--- src/rtl/loopyv_pipeline_ctrl_if.sv ---
// loopyv_pipeline_ctrl_if
//   Bundles the pipeline status, forwarding, control and data-memory
//   handshake signals that pass between the loopyV datapath and its
//   hazard/sequencing controller.
//   master : datapath side. Drives the stage status and dmem responses, and
//            receives the enables, flushes, forwarding selects and dmemReq.
//   slave  : controller side (loopyv_pipeline_ctrl).
//   REG_ADDR_W must match the REG_ADDR_W of the controller that uses it.
interface loopyv_pipeline_ctrl_if #(parameter int REG_ADDR_W = 5);
   // pipeline status
   logic [REG_ADDR_W-1:0] deRs1Addr;
   logic [REG_ADDR_W-1:0] deRs2Addr;
   logic                  deRs1Used;
   logic                  deRs2Used;
   logic [REG_ADDR_W-1:0] exRdAddr;
   logic                  exRdWriteEn;
   logic                  exIsLoad;
   logic                  exBranchTaken;
   logic [REG_ADDR_W-1:0] memRdAddr;
   logic                  memRdWriteEn;
   logic                  memValid;
   logic                  memIsLoad;
   logic [REG_ADDR_W-1:0] wbRdAddr;
   logic                  wbRdWriteEn;
   // data memory handshake
   logic                  dmemGnt;
   logic                  dmemRvalid;
   logic                  dmemReq;
   // pipeline control
   logic                  pcEn;
   logic                  ifdeEn;
   logic                  idexEn;
   logic                  exmemEn;
   logic                  memwbEn;
   logic                  ifdeFlush;
   logic                  idexFlush;
   logic [1:0]            fwdASel;
   logic [1:0]            fwdBSel;

   modport master (
      output deRs1Addr, deRs2Addr, deRs1Used, deRs2Used,
             exRdAddr, exRdWriteEn, exIsLoad, exBranchTaken,
             memRdAddr, memRdWriteEn, memValid, memIsLoad,
             wbRdAddr, wbRdWriteEn, dmemGnt, dmemRvalid,
      input  dmemReq, pcEn, ifdeEn, idexEn, exmemEn, memwbEn,
             ifdeFlush, idexFlush, fwdASel, fwdBSel
   );

   modport slave (
      input  deRs1Addr, deRs2Addr, deRs1Used, deRs2Used,
             exRdAddr, exRdWriteEn, exIsLoad, exBranchTaken,
             memRdAddr, memRdWriteEn, memValid, memIsLoad,
             wbRdAddr, wbRdWriteEn, dmemGnt, dmemRvalid,
      output dmemReq, pcEn, ifdeEn, idexEn, exmemEn, memwbEn,
             ifdeFlush, idexFlush, fwdASel, fwdBSel
   );
endinterface

--- src/rtl/loopyv_pipeline_ctrl.sv ---
// loopyv_pipeline_ctrl
//   Hazard and sequencing controller for the loopyV 5-stage pipeline.
//   It produces the pipeline-register enables and flushes and the operand
//   forwarding selects, and it owns the data-memory request/grant/response
//   handshake. A 3-state FSM (RUN / WAIT_GNT / WAIT_DATA) freezes the
//   pipeline during memory waits. A branch that resolves during a freeze is
//   remembered in pendFlush and applied in the first unfrozen cycle.
//   All outputs are combinational from the state and the inputs.
// Ports:
//   clk, rst  : clock, asynchronous active-high reset
//   pif       : loopyv_pipeline_ctrl_if.slave (status in, control out)
//   stallCnt  : (LOOPYV_PERF_CNT_EN only) frozen + load-use cycles
//   flushCnt  : (LOOPYV_PERF_CNT_EN only) applied branch flushes
// Build option:
//   `define LOOPYV_PERF_CNT_EN to add the two 32-bit performance counters.
module loopyv_pipeline_ctrl #(
   parameter int REG_ADDR_W  = 5,
   parameter bit RESET_FLUSH = 1'b1
) (
   input  logic                  clk,
   input  logic                  rst,
   loopyv_pipeline_ctrl_if.slave pif
`ifdef LOOPYV_PERF_CNT_EN
   ,
   output logic [31:0]           stallCnt,
   output logic [31:0]           flushCnt
`endif
);

   localparam logic [1:0] RUN       = 2'd0;
   localparam logic [1:0] WAIT_GNT  = 2'd1;
   localparam logic [1:0] WAIT_DATA = 2'd2;

   logic [1:0] state;
   logic [1:0] nextState;
   logic       pendFlush;
   logic       frz;
   logic       reqRaw;
   logic       flushNow;
   logic       loadUse;

   // EX/MEM wins over MEM/WB; x0 is never forwarded.
   function automatic logic [1:0] fwdSel(
      input logic [REG_ADDR_W-1:0] rs,
      input logic                  used,
      input logic [REG_ADDR_W-1:0] memRd,
      input logic                  memWe,
      input logic [REG_ADDR_W-1:0] wbRd,
      input logic                  wbWe
   );
      if (used && memWe && (memRd != '0) && (memRd == rs))
         return 2'd1;
      else if (used && wbWe && (wbRd != '0) && (wbRd == rs))
         return 2'd2;
      else
         return 2'd0;
   endfunction

   // Freeze and next state. The cycles that release a wait (a store granted
   // in WAIT_GNT, rvalid in WAIT_DATA) are not frozen, so the whole
   // pipeline advances in that cycle and MEM/WB captures the load data.
   always_comb begin
      frz       = 1'b0;
      reqRaw    = 1'b0;
      nextState = state;
      case (state)
         RUN: begin
            reqRaw = pif.memValid;
            frz    = pif.memValid && (!pif.dmemGnt || pif.memIsLoad);
            if (pif.memValid) begin
               if (!pif.dmemGnt)
                  nextState = WAIT_GNT;
               else if (pif.memIsLoad)
                  nextState = WAIT_DATA;
            end
         end
         WAIT_GNT: begin
            reqRaw = pif.memValid;
            frz    = !(pif.dmemGnt && !pif.memIsLoad);
            if (pif.dmemGnt)
               nextState = pif.memIsLoad ? WAIT_DATA : RUN;
         end
         WAIT_DATA: begin
            // Request is withheld once granted; rvalid is only looked at
            // from the cycle after the grant.
            frz = !pif.dmemRvalid;
            if (pif.dmemRvalid)
               nextState = RUN;
         end
         default: nextState = RUN;
      endcase
   end

   assign flushNow = !frz && (pif.exBranchTaken || pendFlush);

   assign loadUse = pif.exIsLoad && pif.exRdWriteEn && (pif.exRdAddr != '0) &&
                    ((pif.deRs1Used && (pif.exRdAddr == pif.deRs1Addr)) ||
                     (pif.deRs2Used && (pif.exRdAddr == pif.deRs2Addr)));

   always_comb begin
      pif.pcEn      = 1'b1;
      pif.ifdeEn    = 1'b1;
      pif.idexEn    = 1'b1;
      pif.exmemEn   = 1'b1;
      pif.memwbEn   = 1'b1;
      pif.ifdeFlush = 1'b0;
      pif.idexFlush = 1'b0;
      pif.dmemReq   = reqRaw;
      pif.fwdASel   = fwdSel(pif.deRs1Addr, pif.deRs1Used, pif.memRdAddr,
                             pif.memRdWriteEn, pif.wbRdAddr, pif.wbRdWriteEn);
      pif.fwdBSel   = fwdSel(pif.deRs2Addr, pif.deRs2Used, pif.memRdAddr,
                             pif.memRdWriteEn, pif.wbRdAddr, pif.wbRdWriteEn);
      if (frz) begin
         pif.pcEn    = 1'b0;
         pif.ifdeEn  = 1'b0;
         pif.idexEn  = 1'b0;
         pif.exmemEn = 1'b0;
         pif.memwbEn = 1'b0;
      end else if (flushNow) begin
         // Flush outranks load-use: the dependent instruction is squashed.
         pif.ifdeFlush = 1'b1;
         pif.idexFlush = 1'b1;
      end else if (loadUse) begin
         // Hold PC and IF/DE, inject one bubble into ID/EX.
         pif.pcEn      = 1'b0;
         pif.ifdeEn    = 1'b0;
         pif.idexFlush = 1'b1;
      end
      if (rst) begin
         pif.pcEn      = 1'b0;
         pif.ifdeEn    = 1'b0;
         pif.idexEn    = 1'b0;
         pif.exmemEn   = 1'b0;
         pif.memwbEn   = 1'b0;
         pif.dmemReq   = 1'b0;
         pif.fwdASel   = 2'd0;
         pif.fwdBSel   = 2'd0;
         pif.ifdeFlush = RESET_FLUSH;
         pif.idexFlush = RESET_FLUSH;
      end
   end

   always_ff @(posedge clk or posedge rst) begin
      if (rst) begin
         state     <= RUN;
         pendFlush <= 1'b0;
      end else begin
         state <= nextState;
         if (frz && pif.exBranchTaken)
            pendFlush <= 1'b1;
         else if (!frz)
            pendFlush <= 1'b0;
      end
   end

`ifdef LOOPYV_PERF_CNT_EN
   always_ff @(posedge clk or posedge rst) begin
      if (rst) begin
         stallCnt <= '0;
         flushCnt <= '0;
      end else begin
         if (frz || (!flushNow && loadUse))
            stallCnt <= stallCnt + 32'd1;
         if (flushNow)
            flushCnt <= flushCnt + 32'd1;
      end
   end
`endif

endmodule

--- src/flat_wrapper.sv ---
// flat-port wrapper written by rule: the top's interface ports become plain ports
module loopyv_pipeline_ctrl_flat 
#(
   parameter int REG_ADDR_W  = 5,
   parameter bit RESET_FLUSH = 1'b1
)
  (clk, rst, pif_deRs1Addr, pif_deRs2Addr, pif_deRs1Used, pif_deRs2Used, pif_exRdAddr, pif_exRdWriteEn, pif_exIsLoad, pif_exBranchTaken, pif_memRdAddr, pif_memRdWriteEn, pif_memValid, pif_memIsLoad, pif_wbRdAddr, pif_wbRdWriteEn, pif_dmemGnt, pif_dmemRvalid, pif_dmemReq, pif_pcEn, pif_ifdeEn, pif_idexEn, pif_exmemEn, pif_memwbEn, pif_ifdeFlush, pif_idexFlush, pif_fwdASel, pif_fwdBSel);
  loopyv_pipeline_ctrl_if #(.REG_ADDR_W(REG_ADDR_W)) pif_i ();
  input  logic clk;
  input  logic rst;
  input wire logic [$bits(pif_i.deRs1Addr)-1:0] pif_deRs1Addr;
  input wire logic [$bits(pif_i.deRs2Addr)-1:0] pif_deRs2Addr;
  input wire logic [$bits(pif_i.deRs1Used)-1:0] pif_deRs1Used;
  input wire logic [$bits(pif_i.deRs2Used)-1:0] pif_deRs2Used;
  input wire logic [$bits(pif_i.exRdAddr)-1:0] pif_exRdAddr;
  input wire logic [$bits(pif_i.exRdWriteEn)-1:0] pif_exRdWriteEn;
  input wire logic [$bits(pif_i.exIsLoad)-1:0] pif_exIsLoad;
  input wire logic [$bits(pif_i.exBranchTaken)-1:0] pif_exBranchTaken;
  input wire logic [$bits(pif_i.memRdAddr)-1:0] pif_memRdAddr;
  input wire logic [$bits(pif_i.memRdWriteEn)-1:0] pif_memRdWriteEn;
  input wire logic [$bits(pif_i.memValid)-1:0] pif_memValid;
  input wire logic [$bits(pif_i.memIsLoad)-1:0] pif_memIsLoad;
  input wire logic [$bits(pif_i.wbRdAddr)-1:0] pif_wbRdAddr;
  input wire logic [$bits(pif_i.wbRdWriteEn)-1:0] pif_wbRdWriteEn;
  input wire logic [$bits(pif_i.dmemGnt)-1:0] pif_dmemGnt;
  input wire logic [$bits(pif_i.dmemRvalid)-1:0] pif_dmemRvalid;
  output wire logic [$bits(pif_i.dmemReq)-1:0] pif_dmemReq;
  output wire logic [$bits(pif_i.pcEn)-1:0] pif_pcEn;
  output wire logic [$bits(pif_i.ifdeEn)-1:0] pif_ifdeEn;
  output wire logic [$bits(pif_i.idexEn)-1:0] pif_idexEn;
  output wire logic [$bits(pif_i.exmemEn)-1:0] pif_exmemEn;
  output wire logic [$bits(pif_i.memwbEn)-1:0] pif_memwbEn;
  output wire logic [$bits(pif_i.ifdeFlush)-1:0] pif_ifdeFlush;
  output wire logic [$bits(pif_i.idexFlush)-1:0] pif_idexFlush;
  output wire logic [$bits(pif_i.fwdASel)-1:0] pif_fwdASel;
  output wire logic [$bits(pif_i.fwdBSel)-1:0] pif_fwdBSel;
  assign pif_i.deRs1Addr = pif_deRs1Addr;
  assign pif_i.deRs2Addr = pif_deRs2Addr;
  assign pif_i.deRs1Used = pif_deRs1Used;
  assign pif_i.deRs2Used = pif_deRs2Used;
  assign pif_i.exRdAddr = pif_exRdAddr;
  assign pif_i.exRdWriteEn = pif_exRdWriteEn;
  assign pif_i.exIsLoad = pif_exIsLoad;
  assign pif_i.exBranchTaken = pif_exBranchTaken;
  assign pif_i.memRdAddr = pif_memRdAddr;
  assign pif_i.memRdWriteEn = pif_memRdWriteEn;
  assign pif_i.memValid = pif_memValid;
  assign pif_i.memIsLoad = pif_memIsLoad;
  assign pif_i.wbRdAddr = pif_wbRdAddr;
  assign pif_i.wbRdWriteEn = pif_wbRdWriteEn;
  assign pif_i.dmemGnt = pif_dmemGnt;
  assign pif_i.dmemRvalid = pif_dmemRvalid;
  assign pif_dmemReq = pif_i.dmemReq;
  assign pif_pcEn = pif_i.pcEn;
  assign pif_ifdeEn = pif_i.ifdeEn;
  assign pif_idexEn = pif_i.idexEn;
  assign pif_exmemEn = pif_i.exmemEn;
  assign pif_memwbEn = pif_i.memwbEn;
  assign pif_ifdeFlush = pif_i.ifdeFlush;
  assign pif_idexFlush = pif_i.idexFlush;
  assign pif_fwdASel = pif_i.fwdASel;
  assign pif_fwdBSel = pif_i.fwdBSel;
  loopyv_pipeline_ctrl #(.REG_ADDR_W(REG_ADDR_W), .RESET_FLUSH(RESET_FLUSH)) u_core (.clk(clk), .rst(rst), .pif(pif_i));
endmodule
--- config.mk ---
export PLATFORM = sky130hd
export DESIGN_NAME = loopyv_pipeline_ctrl_flat
export DESIGN_NICKNAME = d
export VERILOG_FILES = /design/src/rtl/loopyv_pipeline_ctrl_if.sv /design/src/rtl/loopyv_pipeline_ctrl.sv /design/src/flat_wrapper.sv
export SDC_FILE = /design/constraint.sdc
export NUM_CORES = 1
export LEC_CHECK = 0
export ABC_AREA = 1
export CORE_UTILIZATION = 34
export DETAILED_ROUTE_END_ITERATION = 12
export HOLD_SLACK_MARGIN = 0.1
export PLACE_DENSITY = 0.77
export SYNTH_ARGS = -nofsm -noshare
export SYNTH_HDL_FRONTEND = slang
export SYNTH_SLANG_ARGS = --single-unit
--- constraint.sdc ---
create_clock -name clk -period 1.2 [get_ports clk]
set_input_delay 0.24 -clock clk [delete_from_list [all_inputs] [get_ports clk]]
set_output_delay 0.24 -clock clk [all_outputs]
set_load 0.02 [all_outputs]
==> impl_metrics.py, run 1 <==
metrics = {
    "worst_setup_path": {
        "crit_start": "u_core.state[1]",
        "critPathLaunchType": "flip-flop",
        "cp.arrival_ns": 1.51,
        "path_class": "reg2out",
        "timing.rr.start": "u_core.state[1]",
        "critPathMaxFanout": 4,
        "endpoint_kind": "output pin",
        "required_ns": 0.96,
    },
    "place": {
        "placed_cell_area_um2": 1480,
        "routabilityCongestion": 0.896,
        "placed_cells": 250,
        "place_ws_ns": -1.10,
        "io_buffers": 49,
        "post-dp-hpwl_um": 2520,
    },
    "timing": {
        "min_period_ns": 1.75,
        "maxSlewViolCount": 0,
        "worstMarginPinSlew_ns": 0.220,
        "fmax_ghz": 0.572,
        "skew_ns": 0.00273,
        "slew_headroom": 0.853,
        "layout_setup_ws_ns": -0.547,
        "hold_viol_final": 0,
        "fin_tns_setup_ns": -4.43,
        "post-route-period-util": 1.46,
        "holdWs_ns": 0.404,
        "grt_setup_unrepaired": "yes",
        "setup_viol": 14,
    },
    "status": {
        "failed_checks": "setup timing",
        "status": "finished with violations",
    },
    "clocking": {
        "cts_sinks": 3,
        "clk_path_buf_depth": 2,
        "cts_tree": "done",
        "clk_pin_slew_ns": 0.04,
        "htreeDepth": 1,
        "clk_latency_ns": 0.23,
        "root_buffer": "clkbuf_4",
        "cts-buffers-inserted": 3,
    },
    "logic_synthesis": {
        "netlist_instances": 163,
        "synthesis.area_um2": 833,
        "synth_nets": 201,
        "netlist-cell-type-count": 27,
        "ys_seq_area_frac": 0.0901,
        "avgSynthCellArea_um2": 5.11,
        "ys_ff_latch": 3,
        "ys_warn_count": 0,
    },
    "floorplan": {
        "fp.dieW_um": 51.5,
        "start_util": 0.370,
        "rows": 17,
        "dieArea_um2": 2650,
        "die_y_um": 51.5,
        "core-area_um2": 2250,
        "io_pins": 50,
    },
    "pwr": {
        "p_leak_nw": 0.936,
        "p_clk_frac": 0.104,
        "p_sw_frac": 0.467,
        "seq_power_share": 0.121,
        "cellPowerDensity_nw_per_um2": 983,
        "combPwrFrac": 0.775,
        "p_int_uw": 930,
        "ir_drop_v": 0.00105,
        "total_power_mw": 1.74,
        "p_sw_uw": 814,
    },
    "finish": {
        "layout-drive-gt1-share": 0.502,
        "stdcell_area_um2": 1770,
        "multiInputGateArea_um2": 833,
        "antenna_cells": 0,
        "regArea_um2": 77.6,
        "area_delta_synth_final_pct": 113,
        "fin_util": 0.787,
        "fin_cells": 265,
        "layout.nets": 276,
        "fillers": 167,
    },
    "drt": {
        "drt_wl_total_um": 4090,
        "vias": 1390,
        "wl_per_cell_um": 15.4,
        "drtAntennaViolNets": 0,
        "drc": 0,
        "first_iter_violations": 59,
        "routed_via_density": 5.25,
        "drtPass1Iterations": 4,
    },
    "min_path": {
        "hold_path_startpoint": "pif_dmemGnt",
        "hold_path_class": "in2reg",
    },
    "grt": {
        "grt_pass1_vias": 1331,
        "grt_first_pass_wirelength_um": 5780,
        "antenna_found_initial": 0,
        "gr-total-overflow": 0,
        "grt_start_max_net_pins": 6,
        "grt_use_total": 0.286,
    },
    "flow_run": {
        "maxCapViolCount": 0,
    },
}
[cell usage in the layout (no fill, tap or decap), drive strengths merged]
cell            n
a21oi           2
buf            58
clkbuf          5
clkdlybuf4s15   1
clkdlybuf4s50   5
dfrtp           3
dlygate4sd2     6
dlygate4sd3     1
dlymetal6s2s    1
inv            30
nand2          62
nand3          10
nand3b          1
nand4           6
nor2           22
nor3            8
nor3b           1
nor4            1
o2111ai         1
o211ai          1
o21ai           2
o22ai           3
xnor2           4
xor2            3
[registers in the layout (all words and copies together) (netlist names)]
signal	count
u_core.pendFlush	1
u_core.state	2
[critical path: stages (launching register included)]
cell,delay [ns]
dfrtp_2,0.46
inv_4,0.10
nand4_1,0.17
nand2_4,0.16
nor2_4,0.05
nand2_2,0.07
nand2_4,0.05
inv_2,0.05
nand2_4,0.04
buf_6,0.12
[final timing paths]
| kind | end | slack (ns) | cells after the start |
|---|---|---|---|
| setup / recovery | pif_idexFlush | -0.55 | 9 |
| hold / removal | u_core.state[0] | 0.40 | 2 |
| setup reg to reg | u_core.pendFlush | -0.13 | 7 |
| hold reg to reg | u_core.pendFlush | 0.63 | 3 |
| max in group asynchronous | u_core.state[0] | 0.44 | 4 |
| min in group asynchronous | u_core.pendFlush | 0.59 | 4 |
[per-layer routing]
metal,GRT usage,wire (um),part of all wire
met1,0.340,1590,0.39
met2,0.530,2150,0.53
met3,0.0322,258,0.063
met4,0.0811,91,0.022
met5,0,0,0
[power groups by stage]
| stage | Clock (mW) | Combinational, mW | Sequential [mW] |
|---|---|---|---|
| floorplan | 0 | 0.562 | 0.172 |
| global placement | 0 | 0.949 | 0.182 |
| detailed placement | 0 | 0.971 | 0.184 |
| CTS | 0.184 | 1.11 | 0.193 |
| global route | 0.198 | 1.43 | 0.215 |
| finish | 0.181 | 1.35 | 0.211 |
[synthesized netlist by cell type]
| cell type | number | area, um^2 |
|---|---|---|
| nor3_2 | 1 | 10.0 |
| nor2_2 | 1 | 6.26 |
| buf_4 | 3 | 22.5 |
| dfrtp_1 | 3 | 75.1 |
| nand3b_2 | 1 | 11.3 |
| xor2_1 | 3 | 26.3 |
| inv_2 | 8 | 30.0 |
| o21ai_0 | 1 | 5.00 |
| nor3_1 | 7 | 35.0 |
| nand2_1 | 57 | 214 |
| nor2_4 | 1 | 11.3 |
| nand4_1 | 6 | 37.5 |
| nor3b_1 | 1 | 7.51 |
| a21oi_1 | 2 | 10.0 |
| o22ai_1 | 3 | 18.8 |
| nor2_1 | 20 | 75.1 |
| nand3_1 | 9 | 45.0 |
| nand2_4 | 1 | 11.3 |
| clkinv_2 | 1 | 5.00 |
| nand3_2 | 1 | 10.0 |
| inv_1 | 21 | 78.8 |
| xnor2_1 | 4 | 35.0 |
| nor4_1 | 1 | 6.26 |
| o21ai_1 | 1 | 5.00 |
| o211ai_1 | 1 | 7.51 |
| nand2_2 | 4 | 25.0 |
| o2111ai_1 | 1 | 8.76 |
[cell type report]
class                   count  area share
well taps                  28      0.0197
clock buffers               4      0.0148
repair buffers             73       0.379
multi-input cells         127       0.470
inverters                  30      0.0733
flip-flops and latches      3      0.0437
[cell families after synthesis]
logic type,Yosys count,synth area share
simple gates,111,0.607
buf+inv,33,0.164
compound gates,9,0.0661
xor+xnor,7,0.0736
flops,3,0.0901
[timing repair]
item / in CTS / in global routing
setup endpoints to repair: 12 / 14
hold endpoints to repair: 0 / 3
pin swaps: 34 / 23
hold buffers: 0 / 1
resized for setup: 220 / 40
setup buffers: 6 / 4
No activity file was read; power rests on OpenSTA's default activity.
==> run 2: changes to the inputs <==
--- a/config.mk
+++ b/config.mk
@@ -6,6 +6,7 @@
 export NUM_CORES = 1
 export LEC_CHECK = 0
 export ABC_AREA = 1
+export CORE_MARGIN = 2
 export CORE_UTILIZATION = 34
 export DETAILED_ROUTE_END_ITERATION = 12
 export HOLD_SLACK_MARGIN = 0.1
==> run 2 against run 1 <==
The flow still finishes with violations (setup timing). Global-route usage grew 2.7 points. Hold slack worse by 0.30 ns. Non-clock buffer count increased by 5. Clock skew is essentially flat. Sequential share of layout area rose by 0.072 points. Utilization is 1.3 points lower. Maximum frequency decreased by 0.88%. Clock power about the same. Cell count grew 1.9%. First-iteration DRC count decreased by 14%. Via count is 5.5% higher.
==> impl_metrics.py, run 2 (synthesized netlist as in run 1, its figures left out) <==
metrics = {
    "worst_setup_path": {
        "endpoint_kind": "output pin",
        "rrSetupSlack_ns": -0.16,
        "required_ns": 0.96,
        "cp_common_cell": "nand2_4",
        "critPathTopFamily": "simple AND/OR/NAND/NOR gates",
        "crit_chain": "inv_4 > nand3_4 > nand2_4 > clkinv_4 > nand2_4 > nor2_4 > nand2_2 > nand2_4 > inv_2 > nand2_4 > buf_6",
        "cp_slowest_cell": "dfrtp_2",
        "max_stage_delay_ns": 0.45,
        "critPathLaunchType": "flip-flop",
        "path_class": "reg2out",
        "critPathMaxFanout": 4,
        "worst-path-buf-inv": 4,
        "cp.arrival_ns": 1.52,
    },
    "clocking": {
        "htreeDepth": 1,
        "root_buffer": "clkbuf_4",
        "clk_path_buf_depth": 2,
        "clk_latency_ns": 0.23,
        "cts-buffers-inserted": 3,
        "clk_pin_slew_ns": 0.04,
        "cts_sinks": 3,
        "cts_tree": "done",
    },
    "timing": {
        "skew_ns": 0.00314,
        "setup_viol": 13,
        "layout_setup_ws_ns": -0.563,
        "grt_setup_unrepaired": "yes",
        "slew_headroom": 0.835,
        "post-route-period-util": 1.47,
        "holdWs_ns": 0.102,
        "fmax_ghz": 0.567,
        "maxSlewViolCount": 0,
        "hold_viol_final": 0,
        "min_period_ns": 1.76,
        "worstMarginPinSlew_ns": 0.247,
        "fin_tns_setup_ns": -4.82,
    },
    "finish": {
        "fin_util": 0.774,
        "antenna_cells": 0,
        "stdcell_area_um2": 1750,
        "top_register": "u_core.state",
        "layout_commonest_cell": "nand2_1",
        "layout-drive-gt1-share": 0.496,
        "fin_cells": 270,
        "area_delta_synth_final_pct": 109,
        "mostFrequentLayoutCells": "nand2_1 (52), buf_4 (27), buf_6 (20)",
        "largest_register_ffs": 2,
        "layout.nets": 281,
        "reg.largest.list": "u_core.state x2, u_core.pendFlush x1",
    },
    "pwr": {
        "p_leak_nw": 0.940,
        "cellPowerDensity_nw_per_um2": 1010,
        "total_power_mw": 1.76,
        "ir_drop_v": 0.000987,
    },
    "grt": {
        "gr-total-overflow": 0,
        "antenna_found_initial": 0,
        "grt_use_total": 0.312,
        "met3_usage": 0.0480,
        "grt_start_max_net_pins": 6,
        "grt_use_met2": 0.566,
        "grt_pass1_vias": 1463,
        "top_usage_layer": "met2",
        "grt_first_pass_wirelength_um": 6530,
        "grt_use_met1": 0.341,
    },
    "floorplan": {
        "io_pins": 50,
        "core-area_um2": 2250,
        "rows": 17,
        "die_y_um": 53.5,
        "start_util": 0.370,
        "dieArea_um2": 2860,
        "fp.dieW_um": 53.5,
    },
    "drt": {
        "first_iter_violations": 51,
        "drtAntennaViolNets": 0,
        "vias": 1466,
        "drtPass1Iterations": 7,
        "drt_wl_total_um": 4190,
        "wl_per_cell_um": 15.5,
        "routed_via_density": 5.43,
        "drc": 0,
    },
    "place": {
        "routabilityCongestion": 0.908,
        "placed_cells": 248,
        "place_ws_ns": -1.14,
        "post-dp-hpwl_um": 2600,
        "io_buffers": 49,
        "placed_cell_area_um2": 1460,
    },
    "flow_run": {
        "maxCapViolCount": 0,
    },
    "status": {
        "failed_checks": "setup timing",
        "status": "finished with violations",
    },
    "min_path": {
        "hold_path_class": "in2async",
    },
}
## run 2: cell count changes in the layout (fill, tap and decap cells not counted), moves of 3 or more
cell / delta
buf_4: +4
buf_6: -3
buf_2: +5
nor2_1: +3
dlygate4sd2_1: +3
## run 2: metal layers
| metal | wire length (um) | vias to the layer above |
|---|---|---|
| met4 | 245 | 0 |
| met2 | 2090 | 106 |
| met1 | 1450 | 658 |
| met3 | 411 | 32 |
| li1 | - | 670 |
| met5 | 0 | - |
## run 2: timing repair
| action | in CTS | in global routing |
|---|---|---|
| endpoints found under the setup margin | 12 | 15 |
| buffers inserted | 18 | 6 |
| resized for setup | 215 | 25 |
| hold buffers | 0 | 0 |
| pin swaps | 36 | 24 |
## run 2: area by class of cell
class	count	area, um^2
multi-input combinational	127	807
timing repair buffer	78	669
fill	172	509
inverter	30	130
sequential	3	77.6
tap	28	35.0
clock buffer	4	26.3
## run 2: tightest hold or removal path, stage by stage
cell,delay [ns]
clkbuf_2,0.10
inv_2,0.07
buf_6,0.12
buf_4,0.12
## run 2: worst paths after layout
| check | from | to | depth (start not counted) |
|---|---|---|---|
| setup / recovery | u_core.state[1] | pif_idexFlush | 11 |
| hold / removal | rst | u_core.state[1] | 4 |
| setup reg to reg | u_core.state[1] | u_core.state[1] | 8 |
| hold reg to reg | u_core.pendFlush | u_core.pendFlush | 2 |
| max in group asynchronous | rst | u_core.state[0] | 4 |
| min in group clk | pif_dmemGnt | u_core.state[0] | 2 |
## run 2: power by group
part | leakage, nW | internal (mW) | switching, mW
sequential | 0.0362 | 0.146 | 0.0556
clock | 0.0150 | 0.125 | 0.0559
combinational | 0.888 | 0.660 | 0.714
total | 0.940 | 0.930 | 0.826
==> run 3: changes to the inputs <==
--- a/config.mk
+++ b/config.mk
@@ -6,6 +6,7 @@
 export NUM_CORES = 1
 export LEC_CHECK = 0
 export ABC_AREA = 1
+export CORE_ASPECT_RATIO = 0.75
 export CORE_MARGIN = 2
 export CORE_UTILIZATION = 34
 export DETAILED_ROUTE_END_ITERATION = 12
==> run 3 against run 2 <==
The flow still finishes with violations (setup timing). Global-route usage down 5.9 points. Critical path depth is 2 lower. Register-to-register slack better by 0.09 ns. Power decreased by 11%. Sequential cell count did not move. Count of clock-buffer cells in the layout unchanged. Combinational power decreased by 12%. Clock power up 2%. Sequential share of layout area hardly changed. Maximum frequency up 0.97%. First-iteration DRC count increased by 110%. Critical path type unchanged. Largest power group unchanged. Highest routed layer unchanged.
==> impl_metrics.py, run 3 (synthesized netlist as in run 1, its figures left out) <==
metrics = {
    "pwr": {
        "p_sw_uw": 728,
        "p_sw_frac": 0.466,
        "p_leak_nw": 0.911,
        "seq_power_share": 0.113,
        "cellPowerDensity_nw_per_um2": 927,
        "p_int_uw": 836,
        "ir_drop_v": 0.000754,
        "combPwrFrac": 0.769,
        "total_power_mw": 1.56,
        "p_clk_frac": 0.118,
    },
    "worst_setup_path": {
        "required_ns": 0.96,
        "crit_chain": "inv_2 > nand4_1 > nand2_4 > nor2_4 > nand2_2 > nand2_4 > inv_2 > nand2_4 > buf_6",
        "r2r-end": "u_core.state[1]",
        "critPathLaunchType": "flip-flop",
        "max_stage_delay_ns": 0.41,
        "critPathMaxFanout": 4,
        "path_class": "reg2out",
        "endpoint_kind": "output pin",
        "ff2ff_path_depth": 6,
        "cp_common_cell": "nand2_4",
        "rrSetupSlack_ns": -0.07,
        "timing.rr.start": "u_core.state[1]",
        "cp_slowest_cell": "dfrtp_1",
        "cp.arrival_ns": 1.51,
    },
    "grt": {
        "grt_pass1_vias": 1193,
        "gr-total-overflow": 0,
        "grt_first_pass_wirelength_um": 5330,
        "antenna_found_initial": 0,
        "grt_start_max_net_pins": 6,
        "grt_use_total": 0.254,
    },
    "clocking": {
        "cts_sinks": 3,
        "root_buffer": "clkbuf_4",
        "htreeDepth": 1,
        "cts-buffers-inserted": 3,
        "clk_path_buf_depth": 2,
        "clk_latency_ns": 0.24,
        "clk_pin_slew_ns": 0.04,
        "postCtsHoldBufs": 0,
        "cts_tree": "done",
    },
    "finish": {
        "area_delta_synth_final_pct": 102,
        "layout-drive-gt1-share": 0.496,
        "layout.nets": 275,
        "top_register": "u_core.state",
        "fin_util": 0.731,
        "reg.largest.list": "u_core.state x2, u_core.pendFlush x1",
        "stdcell_area_um2": 1690,
        "layout_commonest_cell": "nand2_1",
        "fillers": 216,
        "largest_register_ffs": 2,
        "antenna_cells": 0,
        "mostFrequentLayoutCells": "nand2_1 (50), buf_4 (26), nor2_1 (17)",
    },
    "status": {
        "status": "finished with violations",
        "failed_checks": "setup timing",
    },
    "timing": {
        "fin_tns_setup_ns": -4.48,
        "layout_setup_ws_ns": -0.546,
        "slew_headroom": 0.838,
        "fmax_ghz": 0.573,
        "setup_viol": 13,
        "worstMarginPinSlew_ns": 0.242,
        "grt_setup_unrepaired": "yes",
        "hold_viol_final": 0,
        "maxSlewViolCount": 0,
        "skew_ns": 0.000415,
        "post-route-period-util": 1.45,
        "min_period_ns": 1.75,
    },
    "floorplan": {
        "fp.dieW_um": 61.2,
        "io_pins": 50,
        "die_y_um": 46.9,
        "dieArea_um2": 2870,
        "rows": 15,
        "start_util": 0.361,
        "core-area_um2": 2310,
    },
    "min_path": {
        "hold_path_class": "in2async",
    },
    "place": {
        "placed_cell_area_um2": 1490,
        "io_buffers": 49,
        "routabilityCongestion": 0.959,
        "post-dp-hpwl_um": 2670,
    },
    "drt": {
        "drc": 0,
        "drt_wl_total_um": 3570,
        "first_iter_violations": 106,
        "routed_via_density": 4.91,
        "drtPass1Iterations": 4,
        "vias": 1325,
        "drtAntennaViolNets": 0,
        "wl_per_cell_um": 13.2,
    },
    "flow_run": {
        "maxCapViolCount": 0,
    },
}
==> run 3: timing repair <==
| action | in CTS | in global routing |
|---|---|---|
| buffers inserted | 7 | 2 |
| pin swaps | 31 | 26 |
| hold endpoints to repair | 0 | 0 |
| resized for setup | 202 | 29 |
| setup endpoints to repair | 12 | 13 |
==> run 3: worst max-delay path by stage <==
stage,startpoint,cells after the start,end,slack (ns)
finish,u_core.state[1],9,pif_idexFlush,-0.55
global route,u_core.state[1],11,pif_idexFlush,-0.65
CTS,pif_dmemRvalid,9,pif_ifdeEn,-0.55
detailed placement,pif_deRs2Addr[1],10,pif_idexFlush,-1.13
global placement,pif_deRs2Addr[1],10,pif_idexFlush,-1.15
floorplan,u_core.state[0],9,pif_pcEn,-0.37
==> run 3: metrics by stage <==
step,instances,hold slack [ns],setup WS [ns]
final,270,0.181,-0.546
after detailed placement,257,0.600,-1.13
after floorplan,163,0.00834,-0.367
after global routing,270,0.190,-0.648
after global placement,257,0.597,-1.15
after CTS,268,0.155,-0.550
==> run 3: worst max-delay path: cells and delay by family, from the launching register on <==
family	cells	cell delay, ns
and+or+nand+nor	6	0.55
DFF	1	0.41
buffers and inverters	3	0.30
==> run 3: power groups by stage <==
stage          sequential (mW)  combinational [mW]  clock (mW)
2_1_floorplan            0.172               0.562           0
3_3_place_gp             0.178               0.951           0
3_5_place_dp             0.177               0.973           0
4_1_cts                  0.176                1.09       0.197
5_1_grt                  0.180                1.29       0.207
6_report                 0.177                1.20       0.185
==> run 3: per-layer routing <==
| metal | wire (um) | up-vias | GRT usage |
|---|---|---|---|
| met1 | 1550 | 582 | 0.353 |
| met2 | 1660 | 73 | 0.413 |
| li1 | - | 662 | - |
| met3 | 317 | 8 | 0.0468 |
| met5 | 0 | - | 0 |
| met4 | 42 | 0 | 0.0522 |
==> run 3: cell type report <==
| class | instances | area (um^2) | share of cell area |
|---|---|---|---|
| Inverter | 30 | 124 | 0.0734 |
| Timing Repair Buffer | 72 | 612 | 0.363 |
| Tap cell | 34 | 42.5 | 0.0252 |
| Sequential cell | 3 | 75.1 | 0.0445 |
| Multi-Input combinational cell | 127 | 807 | 0.478 |
| Clock buffer | 4 | 26.3 | 0.0156 |
